--- config.mk ---
export PLATFORM = sky130hd
export DESIGN_NAME = fc1_bias_sink_flat
export DESIGN_NICKNAME = d
export VERILOG_FILES = /design/src/rtl/fc1_bias_sink_if.sv /design/src/rtl/fc1_bias_sink.sv /design/src/flat_wrapper.sv
export SDC_FILE = /design/constraint.sdc
export NUM_CORES = 1
export LEC_CHECK = 0
export CORE_MARGIN = 1.5
export CORE_UTILIZATION = 57
export CTS_CLUSTER_SIZE = 30
export DETAILED_ROUTE_END_ITERATION = 10
export GPL_TIMING_DRIVEN = 1
export MAX_ROUTING_LAYER = met4
export PLACE_DENSITY = 0.74
export SLEW_MARGIN = 20
export SYNTH_ARGS = -nofsm -noshare
export SYNTH_HDL_FRONTEND = slang
export SYNTH_SLANG_ARGS = --single-unit
--- constraint.sdc ---
create_clock -name clk -period 6.66 [get_ports clk]
set_clock_uncertainty 0.15 [all_clocks]
set_input_delay 0.999 -clock clk [delete_from_list [all_inputs] [get_ports clk]]
set_output_delay 0.999 -clock clk [all_outputs]
set_load 0.02 [all_outputs]
--- src/rtl/fc1_bias_sink_if.sv ---
// Bias beat stream into the fc1 bias sink.
// Source drives data/valid, sink returns ready.
interface fc1_bias_sink_if #(
    parameter int PREC = 16,
    parameter int N    = 1
);
    logic [PREC-1:0] data_in [N];
    logic            data_in_valid;
    logic            data_in_ready;

    modport master (
        output data_in,
        output data_in_valid,
        input  data_in_ready
    );

    modport slave (
        input  data_in,
        input  data_in_valid,
        output data_in_ready
    );
endinterface

--- src/rtl/fc1_bias_sink.sv ---
// Captures one bias tensor beat-by-beat into a local memory
// and serves it through a two-stage registered read port.
module fc1_bias_sink #(
    parameter int BIAS_TENSOR_SIZE_DIM_0 = 32,
    parameter int BIAS_TENSOR_SIZE_DIM_1 = 1,
    parameter int BIAS_PRECISION_0       = 16,
    parameter int BIAS_PRECISION_1       = 3,
    parameter int BIAS_PARALLELISM_DIM_0 = 1,
    parameter int BIAS_PARALLELISM_DIM_1 = 1,
    parameter int IN_DEPTH =
        (BIAS_TENSOR_SIZE_DIM_0 * BIAS_TENSOR_SIZE_DIM_1) /
        (BIAS_PARALLELISM_DIM_0 * BIAS_PARALLELISM_DIM_1),
    parameter int ADDR_WIDTH = $clog2(IN_DEPTH + 1)
) (
    input  logic                  clk,
    input  logic                  rst,
    fc1_bias_sink_if.slave        in_if,
    input  logic                  clear,
    input  logic [ADDR_WIDTH-1:0] address0,
    input  logic                  ce0,
    output logic [BIAS_PRECISION_0*BIAS_PARALLELISM_DIM_0-1:0] q0,
    output logic                  loaded,
    output logic [ADDR_WIDTH-1:0] count
);

    localparam int NPAR   = BIAS_PARALLELISM_DIM_0 * BIAS_PARALLELISM_DIM_1;
    localparam int W_WORD = BIAS_PRECISION_0 * NPAR;
    localparam int W_Q    = BIAS_PRECISION_0 * BIAS_PARALLELISM_DIM_0;
    localparam int IDX_W  = (IN_DEPTH > 1) ? $clog2(IN_DEPTH) : 1;

    localparam logic [ADDR_WIDTH-1:0] LAST = ADDR_WIDTH'(IN_DEPTH - 1);
    localparam logic [ADDR_WIDTH-1:0] FULL = ADDR_WIDTH'(IN_DEPTH);

    // Fractional width only travels with the data; reject nonsense configs.
    if (BIAS_PRECISION_1 > BIAS_PRECISION_0) begin : g_bad_frac
        $error("fc1_bias_sink: fractional bits exceed element width");
    end
    if (IN_DEPTH < 1) begin : g_bad_depth
        $error("fc1_bias_sink: tensor smaller than one beat");
    end

    typedef enum logic {
        LOAD = 1'b0,
        HOLD = 1'b1
    } state_e;

    state_e                state_q, state_d;
    logic [ADDR_WIDTH-1:0] wr_ptr_q, wr_ptr_d;
    logic [ADDR_WIDTH-1:0] count_q, count_d;
    logic                  loaded_q, loaded_d;
    logic                  ready;
    logic                  wr_en;

    logic [W_WORD-1:0]     mem [IN_DEPTH];
    logic [W_WORD-1:0]     wr_word;
    logic [W_WORD-1:0]     rd_word;
    logic [W_Q-1:0]        stage0_q;
    logic [W_Q-1:0]        stage1_q;
    logic [IDX_W-1:0]      wr_idx;
    logic [IDX_W-1:0]      rd_idx;
    logic                  rd_hit;

    always_ff @(posedge clk or negedge rst) begin
        if (!rst) begin
            state_q  <= LOAD;
            wr_ptr_q <= '0;
            count_q  <= '0;
            loaded_q <= 1'b0;
        end else begin
            state_q  <= state_d;
            wr_ptr_q <= wr_ptr_d;
            count_q  <= count_d;
            loaded_q <= loaded_d;
        end
    end

    // Clear wins over a same-cycle beat by forcing ready low.
    always_comb begin
        state_d  = state_q;
        wr_ptr_d = wr_ptr_q;
        count_d  = count_q;
        loaded_d = loaded_q;
        ready    = 1'b0;
        wr_en    = 1'b0;
        if (clear) begin
            state_d  = LOAD;
            wr_ptr_d = '0;
            count_d  = '0;
            loaded_d = 1'b0;
        end else begin
            unique case (state_q)
                LOAD: begin
                    ready = 1'b1;
                    if (in_if.data_in_valid) begin
                        wr_en = 1'b1;
                        if (wr_ptr_q == LAST) begin
                            state_d  = HOLD;
                            wr_ptr_d = '0;
                            count_d  = FULL;
                            loaded_d = 1'b1;
                        end else begin
                            wr_ptr_d = wr_ptr_q + 1'b1;
                            count_d  = count_q + 1'b1;
                        end
                    end
                end
                HOLD: begin
                    ready = 1'b0;
                end
                default: begin
                    state_d = LOAD;
                end
            endcase
        end
    end

    always_comb begin
        wr_word = '0;
        for (int j = 0; j < NPAR; j++) begin
            wr_word[BIAS_PRECISION_0*j +: BIAS_PRECISION_0] = in_if.data_in[j];
        end
    end

    assign wr_idx = wr_ptr_q[IDX_W-1:0];
    assign rd_idx = address0[IDX_W-1:0];
    assign rd_hit = (address0 < FULL);

    // Storage is never reset; reads see pre-edge contents (read-first).
    always_ff @(posedge clk) begin
        if (wr_en) begin
            mem[wr_idx] <= wr_word;
        end
    end

    assign rd_word = rd_hit ? mem[rd_idx] : '0;

    always_ff @(posedge clk or negedge rst) begin
        if (!rst) begin
            stage0_q <= '0;
            stage1_q <= '0;
        end else if (ce0) begin
            stage0_q <= rd_word[W_Q-1:0];
            stage1_q <= stage0_q;
        end
    end

    assign in_if.data_in_ready = ready;
    assign q0                  = stage1_q;
    assign loaded              = loaded_q;
    assign count               = count_q;

endmodule

--- src/flat_wrapper.sv ---
// flat-port wrapper written by rule: the top's interface ports become plain ports
module fc1_bias_sink_flat 
#(
    parameter int BIAS_TENSOR_SIZE_DIM_0 = 32,
    parameter int BIAS_TENSOR_SIZE_DIM_1 = 1,
    parameter int BIAS_PRECISION_0       = 16,
    parameter int BIAS_PRECISION_1       = 3,
    parameter int BIAS_PARALLELISM_DIM_0 = 1,
    parameter int BIAS_PARALLELISM_DIM_1 = 1,
    parameter int IN_DEPTH =
        (BIAS_TENSOR_SIZE_DIM_0 * BIAS_TENSOR_SIZE_DIM_1) /
        (BIAS_PARALLELISM_DIM_0 * BIAS_PARALLELISM_DIM_1),
    parameter int ADDR_WIDTH = $clog2(IN_DEPTH + 1)
)
  (clk, rst, clear, address0, ce0, q0, loaded, count, in_if_data_in, in_if_data_in_valid, in_if_data_in_ready);
  fc1_bias_sink_if #(.PREC(16), .N(1)) in_if_i ();
  input  logic clk;
  input  logic rst;
  input  logic clear;
  input  logic [ADDR_WIDTH-1:0] address0;
  input  logic ce0;
  output logic [BIAS_PRECISION_0*BIAS_PARALLELISM_DIM_0-1:0] q0;
  output logic loaded;
  output logic [ADDR_WIDTH-1:0] count;
  input wire logic [$bits(in_if_i.data_in)-1:0] in_if_data_in;
  input wire logic [$bits(in_if_i.data_in_valid)-1:0] in_if_data_in_valid;
  output wire logic [$bits(in_if_i.data_in_ready)-1:0] in_if_data_in_ready;
  assign in_if_i.data_in = {>>{in_if_data_in}};
  assign in_if_i.data_in_valid = in_if_data_in_valid;
  assign in_if_data_in_ready = in_if_i.data_in_ready;
  fc1_bias_sink #(.BIAS_TENSOR_SIZE_DIM_0(BIAS_TENSOR_SIZE_DIM_0), .BIAS_TENSOR_SIZE_DIM_1(BIAS_TENSOR_SIZE_DIM_1), .BIAS_PRECISION_0(BIAS_PRECISION_0), .BIAS_PRECISION_1(BIAS_PRECISION_1), .BIAS_PARALLELISM_DIM_0(BIAS_PARALLELISM_DIM_0), .BIAS_PARALLELISM_DIM_1(BIAS_PARALLELISM_DIM_1), .IN_DEPTH(IN_DEPTH), .ADDR_WIDTH(ADDR_WIDTH)) u_core (.clk(clk), .rst(rst), .in_if(in_if_i), .clear(clear), .address0(address0), .ce0(ce0), .q0(q0), .loaded(loaded), .count(count));
endmodule
==> metrics.txt <==
H-tree depth 2; Congestion Overflow GR 0; switching share of power 0.209; WL final roughly 47000 um; dpl ws 2.60 ns; die area 0.0396 sq mm; EDFF count, synth 512; data arrival time of the worst path a little under 4 ns; Power Density between 200 and 300 mW/mm^2; CP max FO between 90 and 100; startpoint types primary input; CP Class in -> reg; post_cts resized 0; vias in the first global route roughly 11000; Initial DRC Count 1040; GRT met1 Usage 0.332; CTS buffer count 54; postcts setup bufs 0; RSZ-0062 raised after global routing no; Yosys reg bits about 560; Tcrit/Tclk final 0.548; first-pass GRT wire length between 60000 and 70000 um; largest net degree at the start of global routing just over 90; area growth from synthesis to layout 12.8%; post-synthesis cell area 0.0219 sq mm; CP required between 6 and 7 ns; peak supply drop ~0.21 mV; met3 Use GR 0.0541; P_int between 5 and 6 mW; WL/cell around 26 um; slew at the pin closest to its max-slew limit 1.04 ns; clock-pin slew on the worst setup and hold paths around 0.06 ns; Syn Inst Count 1127; worst-skew pair later-pin latency ~0.6 ns; clk buf depth 3; Antenna Cells 0; CTS tree done; Worst slew margin 0.306; HPWL reported at the end of detailed placement 26700 um; Netlist cell types 39; NetSw around 1.5 mW; final net count around 1300; Clock Sinks approximately 560; setup TNS 0 ns; compound-gate portion of the synthesized area 0.0462; xor and xnor fraction of the mapped netlist area 0.00240; status finished, final reports clean; Total Routing Usage GR 0.255; share of cells above drive strength 1 0.201; Die Ht ~200 um; Ys Warns 0; Hold Vio Cnt, Final 0; drt via density 6.11; number of top-level pins 51; syn avg cell area a little under 20 sq um; RD Place Congestion between 0.8 and 0.9; hold buffers post-CTS 0; multiplexer area fraction after synthesis 0.151; Synth area leader edfxtp_1; CTS Root Cell clkbuf_16; register area share after synthesis 0.756; Clock power frac 0.398; # DRC 0; routed vias between 10000 and 15000; Setup violations, final 0; highest clock rate 274 MHz; port buffer count 50; worst setup margin 3.01 ns; Core ar. ~0.038 sq mm; ANT nets after route 0; initial antenna violation count 0; Synth top area share 0.703; met2 usage 0.402; global routing's busiest layer met2; Final min period between 3 and 4 ns; Sequential Power Share 0.543; Synth Net Count about 1200; Area contributors post-synth edfxtp_1, mux4_2, mux2i_1; largest family of logic cells by synthesized area multiplexers; Final Slew Violations 0; Initial Utilization 0.579; Setup crit end kind flop; post-synthesis simple-gate area fraction 0.0211; std cell rows 71; prevailing post-synth register cell edfxtp_1; Die Wd about 200 um; static leakage power 8.41 nW; max-cap viol count 0; DRT Pass-1 Iters 5; asr flop ratio synth 0.0824; Post-Synth Adder-Cell Area 0.00286; worst min path class in -> async; Combinational Power Share 0.059
==> worst max-delay path, stage by stage <==
cell      delay (ns)
buf_8           0.72
buf_12          0.50
mux2i_1         0.28
a22o_1          0.16
a221oi_1        0.05
o311ai_0        0.86
o22ai_1         0.15
==> synth_stat cells, drive strengths merged (2+ instances only) <==
cell type	count
o21ai	4
a221oi	29
mux2i	131
clkbuf	39
o311ai	3
nand3	5
buf	28
inv	18
o22ai	16
a22oi	3
and3	4
nand3b	3
nand4	3
dfrtp	46
o221ai	13
edfxtp	512
a21oi	32
nor2b	7
xor2	6
or3b	2
ha	5
mux4	64
a22o	30
mux2	46
or3	2
nand2b	2
nand2	23
nor2	46
==> flip-flops by register name, indices dropped and copies added, names as in the netlist <==
signal,cells
u_core.count,6
u_core.loaded,1
u_core.mem,512
u_core.q0,16
u_core.stage0_q,16
u_core.state_q,1
u_core.wr_ptr_q,6
==> cell families (layout without fill, tap and decap cells) <==
| group | Yosys count | count (layout) |
|---|---|---|
| simple gates | 101 | 101 |
| flops | 558 | 558 |
| compound gates | 131 | 131 |
| buf+inv | 85 | 223 |
| fa+ha+maj | 5 | 5 |
| mux | 241 | 241 |
| xor+xnor | 6 | 6 |
==> layer usage <==
layer	wire length [um]	up-vias
met1	18500	5577
met5	0	-
met2	22900	446
met4	1690	0
li1	-	4730
met3	3740	106
==> final timing paths <==
check,start,endpoint,slack (ns),cells after the start
max,address0[0],u_core.stage0_q[13]$_DFFE_PN0P_,3.01,7
min,rst,u_core.q0[4]$_DFFE_PN0P_,0.27,1
max reg2reg,u_core.state_q$_DFF_PN0_,u_core.mem[10][7]$_DFFE_PP_,3.88,4
min reg2reg,u_core.q0[13]$_DFFE_PN0P_,u_core.q0[13]$_DFFE_PN0P_,0.36,1
max in group asynchronous,rst,u_core.wr_ptr_q[1]$_DFFE_PN0P_,5.58,1
min in group clk,u_core.q0[13]$_DFFE_PN0P_,u_core.q0[13]$_DFFE_PN0P_,0.36,1
==> area by class of cell <==
cell class              count  area, sq um
flip-flops and latches    558        16500
fillers                  2484        13100
multi-input cells         484         4900
clock buffers              87         1520
repair buffers            104          891
well taps                 511          639
clock inverters            14          133
inverters                  18         67.6
==> layout by cell type, fill, tap and decap left out, types with 4 or more instances in the layout <==
master           count
mux2_2              39
buf_2                6
mux4_2              64
buf_4               54
mux2_4               7
nand3_1              5
clkbuf_16           54
a21oi_1             32
o21ai_0              4
edfxtp_1           512
inv_1               18
nor2_1              44
nand2_1             23
a22o_1              30
clkdlybuf4s50_1     42
nor2b_1              4
clkbuf_1            29
a221oi_2             7
clkinv_1             5
a221oi_1            22
xor2_1               6
clkbuf_8             4
dfrtp_1             46
o221ai_1            13
clkinv_2             4
o22ai_1             16
mux2i_1            131
ha_1                 5
and3_1               4
==> power groups by stage <==
stage / combinational (mW) / clock [mW] / sequential [mW]
final: 0.423 / 2.85 / 3.89
after global placement: 0.418 / 0 / 3.96
after global routing: 0.450 / 3.03 / 3.89
after CTS: 0.427 / 2.89 / 3.89
after floorplan: 0.224 / 0 / 3.97
after detailed placement: 0.425 / 0 / 3.96
==> through the flow <==
stage	utilization	std cells	hold WS [ns]	power, mW	instance area [sq um]
2_1_floorplan	-	1127	0.329	4.19	21900
3_3_place_gp	0.610	1675	0.339	4.38	23000
3_5_place_dp	0.610	1675	0.344	4.38	23000
4_1_cts	0.653	1776	0.360	7.20	24700
5_1_grt	0.653	1776	0.318	7.37	24700
6_report	0.653	1776	0.274	7.16	24700
Note: power is estimated with default switching activity, not from simulation.
